==> config.mk <==
export PLATFORM = sky130hd
export DESIGN_NAME = cpu_sequencer
export DESIGN_NICKNAME = d
export VERILOG_FILES = /design/src/rtl/cpu_sequencer.sv
export SDC_FILE = /design/constraint.sdc
export NUM_CORES = 1
export LEC_CHECK = 0
export CORE_MARGIN = 2
export CORE_UTILIZATION = 45
export DETAILED_ROUTE_END_ITERATION = 8
export DONT_BUFFER_PORTS = 1
export GPL_TIMING_DRIVEN = 0
export MAX_ROUTING_LAYER = met4
export SLEW_MARGIN = 25
export SYNTH_ARGS = -nofsm -noshare
export SYNTH_HDL_FRONTEND = slang
export SYNTH_SLANG_ARGS = --single-unit
==> constraint.sdc <==
create_clock -name clk -period 1.6 [get_ports clk]
set_input_delay 0.32 -clock clk [delete_from_list [all_inputs] [get_ports clk]]
set_output_delay 0.32 -clock clk [all_outputs]
set_load 0.01 [all_outputs]
==> src/rtl/cpu_sequencer.sv <==
// Fetch/decode/execute sequencer for the 4-bit cpu: fetches instructions over a
// req/ack ROM handshake, owns PC and carry flag, and strobes datapath controls.
module cpu_sequencer #(
    parameter logic [3:0] RESET_PC      = 4'h0,
    parameter logic [7:0] FETCH_TIMEOUT = 8'd16
) (
    input  logic       clk,
    input  logic       n_reset,
    input  logic       run,
    input  logic       step,
    output logic       rom_req,
    output logic [3:0] rom_addr,
    input  logic       rom_ack,
    input  logic [7:0] rom_data,
    input  logic       alu_carry,
    output logic       select_a,
    output logic       select_b,
    output logic       load0,
    output logic       load1,
    output logic       load2,
    output logic       load3,
    output logic [3:0] im,
    output logic [3:0] pc,
    output logic       cf,
    output logic       halted,
    output logic       fault,
    output logic       instr_done
);

    typedef enum logic [1:0] {S_HALT, S_FETCH, S_EXEC} state_t;

    state_t     state;
    logic [3:0] pc_q;
    logic       cf_q;
    logic       fault_q;
    logic       step_mode;
    logic [7:0] wait_cnt;
    logic [7:0] ir;
    logic       rom_req_q;
    logic [1:0] sel_q;
    logic [3:0] im_q;
    logic [3:0] load_q;
    logic       instr_done_q;
    logic       halted_q;

    logic [1:0] dec_sel;
    logic [3:0] dec_im;
    logic [3:0] dec_load;

    // Decode straight from rom_data so the EXEC-cycle controls come out of registers.
    always_comb begin
        dec_sel  = 2'b11;
        dec_im   = '0;
        dec_load = '0;
        case (rom_data[7:4])
            4'h0: begin dec_sel = 2'b00; dec_im = rom_data[3:0]; dec_load = 4'b0001; end
            4'h1: begin dec_sel = 2'b01; dec_load = 4'b0001; end
            4'h2: begin dec_sel = 2'b10; dec_load = 4'b0001; end
            4'h3: begin dec_sel = 2'b11; dec_im = rom_data[3:0]; dec_load = 4'b0001; end
            4'h4: begin dec_sel = 2'b00; dec_load = 4'b0010; end
            4'h5: begin dec_sel = 2'b01; dec_im = rom_data[3:0]; dec_load = 4'b0010; end
            4'h6: begin dec_sel = 2'b10; dec_load = 4'b0010; end
            4'h7: begin dec_sel = 2'b11; dec_im = rom_data[3:0]; dec_load = 4'b0010; end
            4'h9: begin dec_sel = 2'b01; dec_load = 4'b0100; end
            4'hB: begin dec_sel = 2'b11; dec_im = rom_data[3:0]; dec_load = 4'b0100; end
            4'hD: begin dec_sel = 2'b00; dec_load = 4'b1000; end
            default: ;
        endcase
    end

    always_ff @(posedge clk) begin
        if (!n_reset) begin
            state        <= S_HALT;
            pc_q         <= RESET_PC;
            cf_q         <= 1'b0;
            fault_q      <= 1'b0;
            step_mode    <= 1'b0;
            wait_cnt     <= '0;
            ir           <= '0;
            rom_req_q    <= 1'b0;
            sel_q        <= 2'b11;
            im_q         <= '0;
            load_q       <= '0;
            instr_done_q <= 1'b0;
            halted_q     <= 1'b1;
        end else begin
            // Controls idle at zero+0 unless the FETCH->EXEC transition below overrides them.
            sel_q        <= 2'b11;
            im_q         <= '0;
            load_q       <= '0;
            instr_done_q <= 1'b0;
            case (state)
                S_HALT: begin
                    if ((run || step) && !fault_q) begin
                        state     <= S_FETCH;
                        step_mode <= ~run;
                        rom_req_q <= 1'b1;
                        halted_q  <= 1'b0;
                        wait_cnt  <= '0;
                    end
                end
                S_FETCH: begin
                    if (rom_ack) begin
                        ir           <= rom_data;
                        state        <= S_EXEC;
                        rom_req_q    <= 1'b0;
                        sel_q        <= dec_sel;
                        im_q         <= dec_im;
                        load_q       <= dec_load;
                        instr_done_q <= 1'b1;
                    end else if (FETCH_TIMEOUT != 8'd0 && wait_cnt == FETCH_TIMEOUT - 8'd1) begin
                        fault_q   <= 1'b1;
                        state     <= S_HALT;
                        rom_req_q <= 1'b0;
                        halted_q  <= 1'b1;
                    end else begin
                        wait_cnt <= wait_cnt + 8'd1;
                    end
                end
                S_EXEC: begin
                    case (ir[7:4])
                        4'hE:    pc_q <= cf_q ? pc_q + 4'd1 : ir[3:0];
                        4'hF:    pc_q <= ir[3:0];
                        default: pc_q <= pc_q + 4'd1;
                    endcase
                    cf_q <= (|load_q) ? alu_carry : 1'b0;
                    if (run && !step_mode) begin
                        state     <= S_FETCH;
                        rom_req_q <= 1'b1;
                        wait_cnt  <= '0;
                    end else begin
                        state    <= S_HALT;
                        halted_q <= 1'b1;
                    end
                end
                default: begin
                    state     <= S_HALT;
                    rom_req_q <= 1'b0;
                    halted_q  <= 1'b1;
                end
            endcase
        end
    end

    assign rom_req    = rom_req_q;
    assign rom_addr   = pc_q;
    assign select_a   = sel_q[0];
    assign select_b   = sel_q[1];
    assign load0      = load_q[0];
    assign load1      = load_q[1];
    assign load2      = load_q[2];
    assign load3      = load_q[3];
    assign im         = im_q;
    assign pc         = pc_q;
    assign cf         = cf_q;
    assign halted     = halted_q;
    assign fault      = fault_q;
    assign instr_done = instr_done_q;

endmodule

==> results of run 1 <==
==> worst paths after layout <==
| path | start | to | slack, ns | cells past startpoint |
|---|---|---|---|---|
| max | state[0] | wait_cnt[7] | -0.09 | 6 |
| min reg2reg | ir[0] | ir[0] | 0.50 | 2 |
| max reg2reg | state[0] | wait_cnt[7] | -0.09 | 6 |
| min | rom_data[7] | load_q[0] | 0.12 | 1 |
==> power breakdown <==
group	switching (mW)	internal [mW]	total [mW]
Combinational	0.130	0.107	0.237
Sequential	0.0265	0.972	0.999
Clock	0.321	0.348	0.668
==> cell families (layout without fill, tap and decap cells) <==
family | Yosys count | count (layout) | synth area share (%)
compound gates | 40 | 40 | 16.87
fa+ha+maj | 2 | 2 | 1.436
flops | 38 | 38 | 43.65
simple gates | 76 | 76 | 23.62
mux | 14 | 14 | 8.327
buf+inv | 23 | 44 | 6.102
==> cells in the final DEF, fill, tap and decap left out, drive strengths merged, types with 4 or more instances in the layout <==
| cell type | synthesis | layout |
|---|---|---|
| clkbuf | 4 | 13 |
| mux2 | 4 | 4 |
| and2 | 6 | 6 |
| nand3 | 7 | 7 |
| buf | 9 | 20 |
| o21ai | 7 | 7 |
| a21oi | 9 | 9 |
| inv | 10 | 10 |
| a211oi | 4 | 4 |
| nor2 | 26 | 26 |
| mux2i | 10 | 10 |
| dfxtp | 38 | 38 |
| and3 | 4 | 4 |
| nand2 | 9 | 9 |
==> layer usage <==
metal / part of all wire (%) / track usage, % / vias to the layer above
met1: 47 / 24.45 / 700
met2: 47 / 30.88 / 31
met3: 5.3 / 5.281 / 4
met5: 0 / - / -
li1: - / - / 719
met4: 1.1 / 6.888 / 0
==> synthesized netlist by cell type, types with 2 or more instances <==
cell type / number / area share [%]
a211oi_1: 4 / 1.7
buf_2: 4 / 1.1
o22ai_1: 2 / 0.72
nand2_1: 9 / 1.9
nand3b_1: 3 / 1.3
nor3_1: 3 / 0.86
mux2i_1: 10 / 5.7
o21ai_1: 5 / 1.4
nor2b_1: 3 / 1.1
a31oi_1: 2 / 0.72
o31ai_1: 2 / 0.86
nand2b_1: 2 / 0.72
a31o_1: 2 / 1.0
and3_1: 4 / 1.4
o21a_1: 3 / 1.3
dfxtp_1: 38 / 44
and2_1: 6 / 2.2
clkbuf_1: 4 / 0.86
o2111a_1: 2 / 1.3
mux2_2: 3 / 1.9
inv_1: 8 / 1.7
a21oi_1: 9 / 2.6
ha_1: 2 / 1.4
nand3_1: 7 / 2.0
nand4_1: 3 / 1.1
o211ai_1: 2 / 0.86
nor2_1: 25 / 5.4
inv_2: 2 / 0.43
buf_4: 4 / 1.7
==> sequential cells by signal, summed over array words and instances, names as in the netlist <==
name / cells
state: 2
im: 4
step_mode: 1
pc: 4
wait_cnt: 8
load_q: 4
fault: 1
instr_done: 1
sel_q: 2
cf: 1
rom_req: 1
halted: 1
ir: 8
==> metrics by stage <==
stage	instances	instance area, sq um
after floorplan	193	1760
after global placement	241	1821
after detailed placement	241	1821
after CTS	258	2053
after global routing	262	2168
final	262	2168
==> repair_timing <==
action                                  in CTS  in global routing
pin swaps                                    6                  5
gates resized for setup                     15                 25
setup buffers                                9                  4
endpoints found under the setup margin      11                 14
==> area by class of cell <==
| class | instances | share of cell area, % |
|---|---|---|
| buffer | 13 | 4.039 |
| clock buffer | 7 | 3.982 |
| clock inverter | 1 | 0.2308 |
| inverter | 10 | 1.731 |
| multi-input combinational | 132 | 46.28 |
| sequential | 38 | 35.55 |
| tap | 48 | 2.770 |
| timing repair buffer | 13 | 5.424 |
==> metrics.txt, run 1 <==
worst-path fanout max=8; crit start category=flop; CTS clk-pin slew, worst paths=0.07 ns; Worst Tran Pin Value=between 0.6 and 0.7 ns; routed wire length per instance=15.52 microns; Hold Slack=0.1169 ns; P&R area growth vs syn=24.41%; syn nets=209; CTS Hold Buffers Added=0; Vias=1454; Worst Setup Path Type=reg2reg; share of layout cells above drive strength 1=about 29%; largest net degree at the start of global routing=12; max frequency=0.5922 GHz; Core ar.=between 3000 and 4000 sq um; Core Util, Final=~60%; CTS H-Tree Depth=2; global-route wire length before repair=6.389 mm; Nets=approximately 230; Tcrit/Tclk final=105.5%; Initial Utilization=47.25%; instance count of the mapped netlist=approximately 190; DRT Pass-1 Iters=4; Crit-path slowest cell=mux2_4; Clock Root Buffer=clkbuf_8; delay-heaviest family, CP=compound AO/OA/AOI/OAI gates; die height=66.24 microns; hpwl dp=2.675 mm; Routed Antenna Nets=0; antenna violations before repair=0; Max clock buf depth=2; post-synthesis async set-or-reset flop share=0%; Critical Path End Type=flop; min Tclk post-route=about 1.7 ns; Multi-input gate area=1003 sq um; Data arrival, critical path=1.86 ns; Max Slew Vio Count=0; Mapped Area=1743 sq um; FF/Latch Area=~770 sq um; Port Buf Inserts=0; synthesized area per cell=between 9 and 10 sq um; Synth cell types=49; crit-path cells=clkbuf_4 > nor2b_1 > buf_4 > a31oi_4 > a211oi_4 > mux2_4; Die X=66.24 microns; IO Count=37; grt total ovfl=0; TritonCTS Buffers=5; Fillers=around 330; Top FF cell, synth=dfxtp_1; Power, Total=around 1.9 mW; number of remaining DRC errors=0; Setup WS post-layout=-0.08855 ns; clock skew=0.007573 ns; vias in the first global route=1357; Max-Cap Viols=0; CTS tree=yes; vias per cell=5.550; RSZ-0062 raised after global routing=yes; Synth Register Bits=38; DRT Wirelength=a little over 4 mm; required time of the critical path=between 1.5 and 2 ns; Total Routing Usage GR=19.68%; Hold Path Class=in2reg; n_diodes=0; Final setup viols=4; CP max stage delay=roughly 0.32 ns; Power Dens Cells=around 900 nW/um^2; violated checks=negative setup slack; Synthesis Warnings=0; GP Congestion=0.8751; Setup TNS=-0.2655 ns; Rows=22; die area=4387 sq um; Leak Pwr=0.8656 nW; Detailed Route Iter0 Violations=82; endpoints failing hold=0; clk_lat worst skew=0.28 ns; worst path buffer plus inverter count=2; VDD IR max=0.6895 mV; Post-synth EDFFs=0; status=complete, but fails checks; sequential area share after synthesis=43.65%; pre-CTS setup slack=-0.1588 ns; clock net sink count=38; Slew HR=between 50% and 60%
Note: power is estimated with default switching activity, not from simulation.
==> run 2, diff against run 1 <==
CORE_UTILIZATION = 55   (was 45)
PLACE_DENSITY = 0.73   (was default)
==> run 2 against run 1 <==
Net effect: the flow still finishes with violations (negative setup slack); flip-flop and latch count unchanged; hold slack got worse by 0.061 ns; clock-buffer cell count down 2; setup slack worse by 0.0052 ns; clock power fell by 30%; maximum frequency down 0.31%; die area decreased by 17%; power decreased by 11%; register-to-register slack is essentially flat; cell area shrank 6.6%; critical endpoint is now wait_cnt[6].
==> metrics.txt, run 2 (synthesis gave the netlist of run 1 again) <==
most common cell after layout, fill and taps aside=dfxtp_1; top flop regs=ir (8), wait_cnt (8); GP Congestion=roughly 0.86; clk_lat worst skew=0.33 ns; P&R area growth vs syn=16.15%; Rows=20; Max clock buf depth=2; CTS tree=yes; Total Routing Usage GR=22.11%; n_diodes=0; Setup WS post-layout=-0.09379 ns; Tcrit/Tclk final=105.9%; TritonCTS Buffers=5; Setup TNS=-0.1851 ns; clock skew=0.008102 ns; commonest non-fill, non-tap cells in the layout=dfxtp_1, nor2_1, mux2i_1; RSZ-0062 raised after global routing=yes; DRT Pass-1 Iters=4; Placed Area=1815 sq um; max frequency=approximately 0.59 GHz; Max-Cap Viols=0; Leak Pwr=0.7941 nW; Finished Cell Area=2024 sq um; Detailed Route Iter0 Violations=92; Port Buf Inserts=0; VDD IR max=0.5330 mV; worst-path fanout max=5; crit-path cells=or2_4 > or3_4 > a211oi_4 > mux2_4; Vias=about 1400; CTS H-Tree Depth=2; endpoints failing hold=0; required time of the critical path=between 1.5 and 2 ns; crit start category=flop; hpwl dp=2.598 mm; Routed Antenna Nets=0; clock net sink count=38; vias per cell=around 5.7; status=complete, but fails checks; DRT Wirelength=3.682 mm; Core ar.=roughly 3000 sq um; Clock Root Buffer=clkbuf_4; routed wire length per instance=around 15 microns; Critical Path End Type=flop; CP max stage delay=~0.39 ns; IO Count=37; grt total ovfl=0; Layout Cells excl Fill=249; vias in the first global route=1314; Power, Total=1.686 mW; Initial Utilization=~58%; Hold Path Class=in2reg; pre-CTS setup slack=-0.1534 ns; min Tclk post-route=1.694 ns; Slew HR=55.11%; Core Util, Final=66.86%; Inst Count DP=237; Max Slew Vio Count=0; CTS Hold Buffers Added=0; largest net degree at the start of global routing=13; global-route wire length before repair=5.816 mm; Power Dens Cells=832.9 nW/um^2; Final setup viols=3; Data arrival, critical path=1.92 ns; CTS clk-pin slew, worst paths=approximately 0.11 ns; die height=60.30 microns; Worst Tran Pin Value=a little under 0.7 ns; Crit-path slowest cell=or3_4; die area=3635 sq um; Worst Setup Path Type=reg2reg; share of layout cells above drive strength 1=22.44%; Die X=approximately 60 microns; antenna violations before repair=0; Hold Slack=around 0.056 ns; violated checks=negative setup slack; Nets=221; number of remaining DRC errors=0
[run 2: changes by cell type in the layout (fill, tap and decap cells not counted), sizes merged]
cell / before / now
clkbuf: 13 / 12
clkinv: 1 / 0
buf: 20 / 11
clkinvlp: 0 / 2
[run 2: final cells by class]
cell class                      count  area (sq um)
Timing Repair Buffer                5         53.80
Buffer                             13         81.33
Tap cell                           44         55.05
Multi-Input combinational cell    132         973.4
Fill cell                         262          1003
Sequential cell                    38         770.7
Inverter                           10         37.54
Clock inverter                      2         15.01
Clock buffer                        5         37.54
[run 2: path summary, 6_finish.rpt]
path / startpoint / endpoint / slack, ns / depth (start not counted)
worst min-delay path: rom_data[7] / load_q[0] / 0.06 / 1
worst max-delay path: state[1] / wait_cnt[6] / -0.09 / 4
worst max register to register: state[1] / wait_cnt[6] / -0.09 / 4
worst min register to register: wait_cnt[0] / wait_cnt[0] / 0.49 / 1
[run 2: per-layer routing]
layer	GRT usage [%]	part of all wire [%]	vias to the layer above
li1	-	-	705
met5	-	0	-
met2	33.70	50	43
met1	27.59	42	672
met4	8.889	2.1	0
met3	6.061	6.5	8
[run 2: where the power goes]
part | internal, mW | switching (mW) | leakage (nW) | total (mW)
clock | 0.162 | 0.308 | 0.0233 | 0.470
sequential | 0.973 | 0.0263 | 0.311 | 0.999
combinational | 0.0956 | 0.122 | 0.460 | 0.217
[run 2: repair_timing]
item                       4_1_cts  5_1_grt
pin swaps                        0        3
setup endpoints to repair       10       14
resized for setup               12       15
buffers inserted                 2        3
[run 2: worst max-delay path, delay by kind of cell, from the launching register on]
kind,cells,cell delay [ns]
AND/OR/NAND/NOR,2,0.66
flip-flops,1,0.37
multiplexers,1,0.32
AO/OA/AOI/OAI,1,0.24
==> run 3, diff against run 2 <==
PLACE_DENSITY = 0.82   (was 0.73)
==> run 3 against run 2 <==
Net effect: the run still ends with negative setup slack left; cell area increased by 1.7%; wire length rose by 10%; highest routed layer unchanged; non-clock buffer count unchanged; hold slack got worse by 0.022 ns; setup slack improved by 0.014 ns; die area is the same; via count rose by 3.6%; final cell count grew 0.40%; global-route usage rose by 2.3 points; largest cell class unchanged; register-to-register slack hardly changed; critical endpoint unchanged.
==> metrics.txt, run 3 (synthesis gave the netlist of run 1 again) <==
status=complete, but fails checks; violated checks=negative setup slack; Placed Area=1815 sq um; clock net sink count=38; Initial Utilization=57.56%; required time of the critical path=approximately 1.9 ns; Detailed Route Iter0 Violations=101; Routed Antenna Nets=0; Crit-path slowest cell=dfxtp_4; most common cell after layout, fill and taps aside=dfxtp_1; sequential share of power=49.0%; GP Congestion=0.8334; Fillers=~250; worst-path fanout max=5; crit-path cells=or2_4 > or3_4 > a211oi_2 > mux2_4; VDD IR max=0.7580 mV; Die X=60.30 microns; CTS Hold Buffers Added=0; Rows=20; Slew HR=69.51%; Multi-input gate area=952.2 sq um; Final setup viols=4; grt total ovfl=0; worst path buffer plus inverter count=0; die area=3635 sq um; delay-heaviest family, CP=simple AND/OR/NAND/NOR gates; global-route wire length before repair=between 6 and 7 mm; clock share of power=40.4%; hpwl dp=between 2 and 3 mm; Clock Root Buffer=clkbuf_4; Tcrit/Tclk final=105.0%; largest net degree at the start of global routing=14; antenna violations before repair=0; share of layout cells above drive strength 1=23.30%; Power, Total=2.050 mW; routed wire length per instance=approximately 16 microns; CTS tree=yes; Worst Setup Path Type=reg2reg; crit start category=flop; Port Buf Inserts=0; Nets=221; CTS H-Tree Depth=2; Leak Pwr=0.8191 nW; Sw Ratio=a little under a quarter; RSZ-0062 raised after global routing=yes; Finished Cell Area=2058 sq um; Worst Tran Pin Value=~0.46 ns; Net Sw Power=0.4891 mW; min Tclk post-route=between 1.5 and 2 ns; die height=60.30 microns; FF/Latch Area=~770 sq um; Comb power frac=10.7%; clk_lat worst skew=0.35 ns; DRT Wirelength=slightly above 4 mm; Setup TNS=-0.1743 ns; Core ar.=3028 sq um; n_diodes=0; clock skew=0.003877 ns; IO Count=37; vias in the first global route=1406; Vias=1480; Hold Path Class=in2reg; P&R area growth vs syn=18.09%; commonest non-fill, non-tap cells in the layout=dfxtp_1, nor2_1, mux2i_1; Total Routing Usage GR=24.40%; Data arrival, critical path=1.93 ns; Power Dens Cells=995.9 nW/um^2; TritonCTS Buffers=5; Critical Path End Type=flop; Setup WS post-layout=-0.07976 ns; top flop regs=ir (8), wait_cnt (8); vias per cell=5.920; DRT Pass-1 Iters=4; Internal Power=1.561 mW; endpoints failing hold=0; Max clock buf depth=2; max frequency=between 0.5 and 0.6 GHz; CP max stage delay=0.38 ns; Max-Cap Viols=0; CTS clk-pin slew, worst paths=0.12 ns; number of remaining DRC errors=0; Max Slew Vio Count=0
==> run 3: cell types whose count changed in the layout (fill, tap and decap cells not counted), sizes merged <==
cell / previous run / this run
buf: 11 / 13
bufinv: 0 / 2
clkbuf: 12 / 10
clkinvlp: 2 / 0
clkinv: 0 / 1
==> run 3: final timing paths <==
path,startpoint,end,slack [ns],depth (start not counted)
worst max-delay path,state[1],wait_cnt[6],-0.08,4
worst min-delay path,rom_data[7],load_q[0],0.03,1
worst max register to register,state[1],wait_cnt[6],-0.08,4
worst min register to register,wait_cnt[0],wait_cnt[0],0.50,1
==> run 3: routing by layer <==
layer	part of all wire, %	global-route usage (%)	vias up
met2	50	39.13	59
met3	7.3	8.225	6
li1	-	-	716
met1	41	27.71	699
met5	0	-	-
met4	1.1	10.16	0
==> run 3: layout make-up <==
class	instances	area share (%)
multi-input cells	132	46.26
flip-flops and latches	38	37.33
plain buffers	13	4.134
clock inverters	3	3.343
well taps	44	2.675
repair buffers	5	2.614
clock buffers	5	1.824
inverters	10	1.824
==> run 3: through the flow <==
stage	std cells	setup WS [ns]	utilization [%]	hold WS, ns
after detailed placement	237	-0.1515	59.96	0.4075
after global routing	250	-0.1124	67.98	0.01682
final	250	-0.07976	67.98	0.03438
after CTS	248	-0.08352	65.95	0.02430
after floorplan	193	-0.003811	-	0.3993
after global placement	237	-0.08300	59.96	0.4038
==> run 3: repair_timing <==
item,CTS,global route
gates resized for setup,13,12
gates cloned,0,0
pin swaps,2,3
setup endpoints to repair,12,19
setup buffers,3,2
==> run 3: power groups by stage <==
| stage | Clock [mW] | Sequential [mW] | Combinational (mW) |
|---|---|---|---|
| floorplan | 0 | 1.02 | 0.145 |
| global placement | 0 | 1.02 | 0.167 |
| detailed placement | 0 | 1.03 | 0.176 |
| CTS | 0.838 | 1.00 | 0.192 |
| global route | 0.877 | 1.01 | 0.236 |
| finish | 0.827 | 1.00 | 0.219 |
==> run 3: worst register-to-register path, stage by stage (launching register included) <==
cell and delay [ns]:
dfxtp_4 0.38, or2_4 0.28, or3_4 0.37, a211oi_2 0.23
mux2_4 0.32
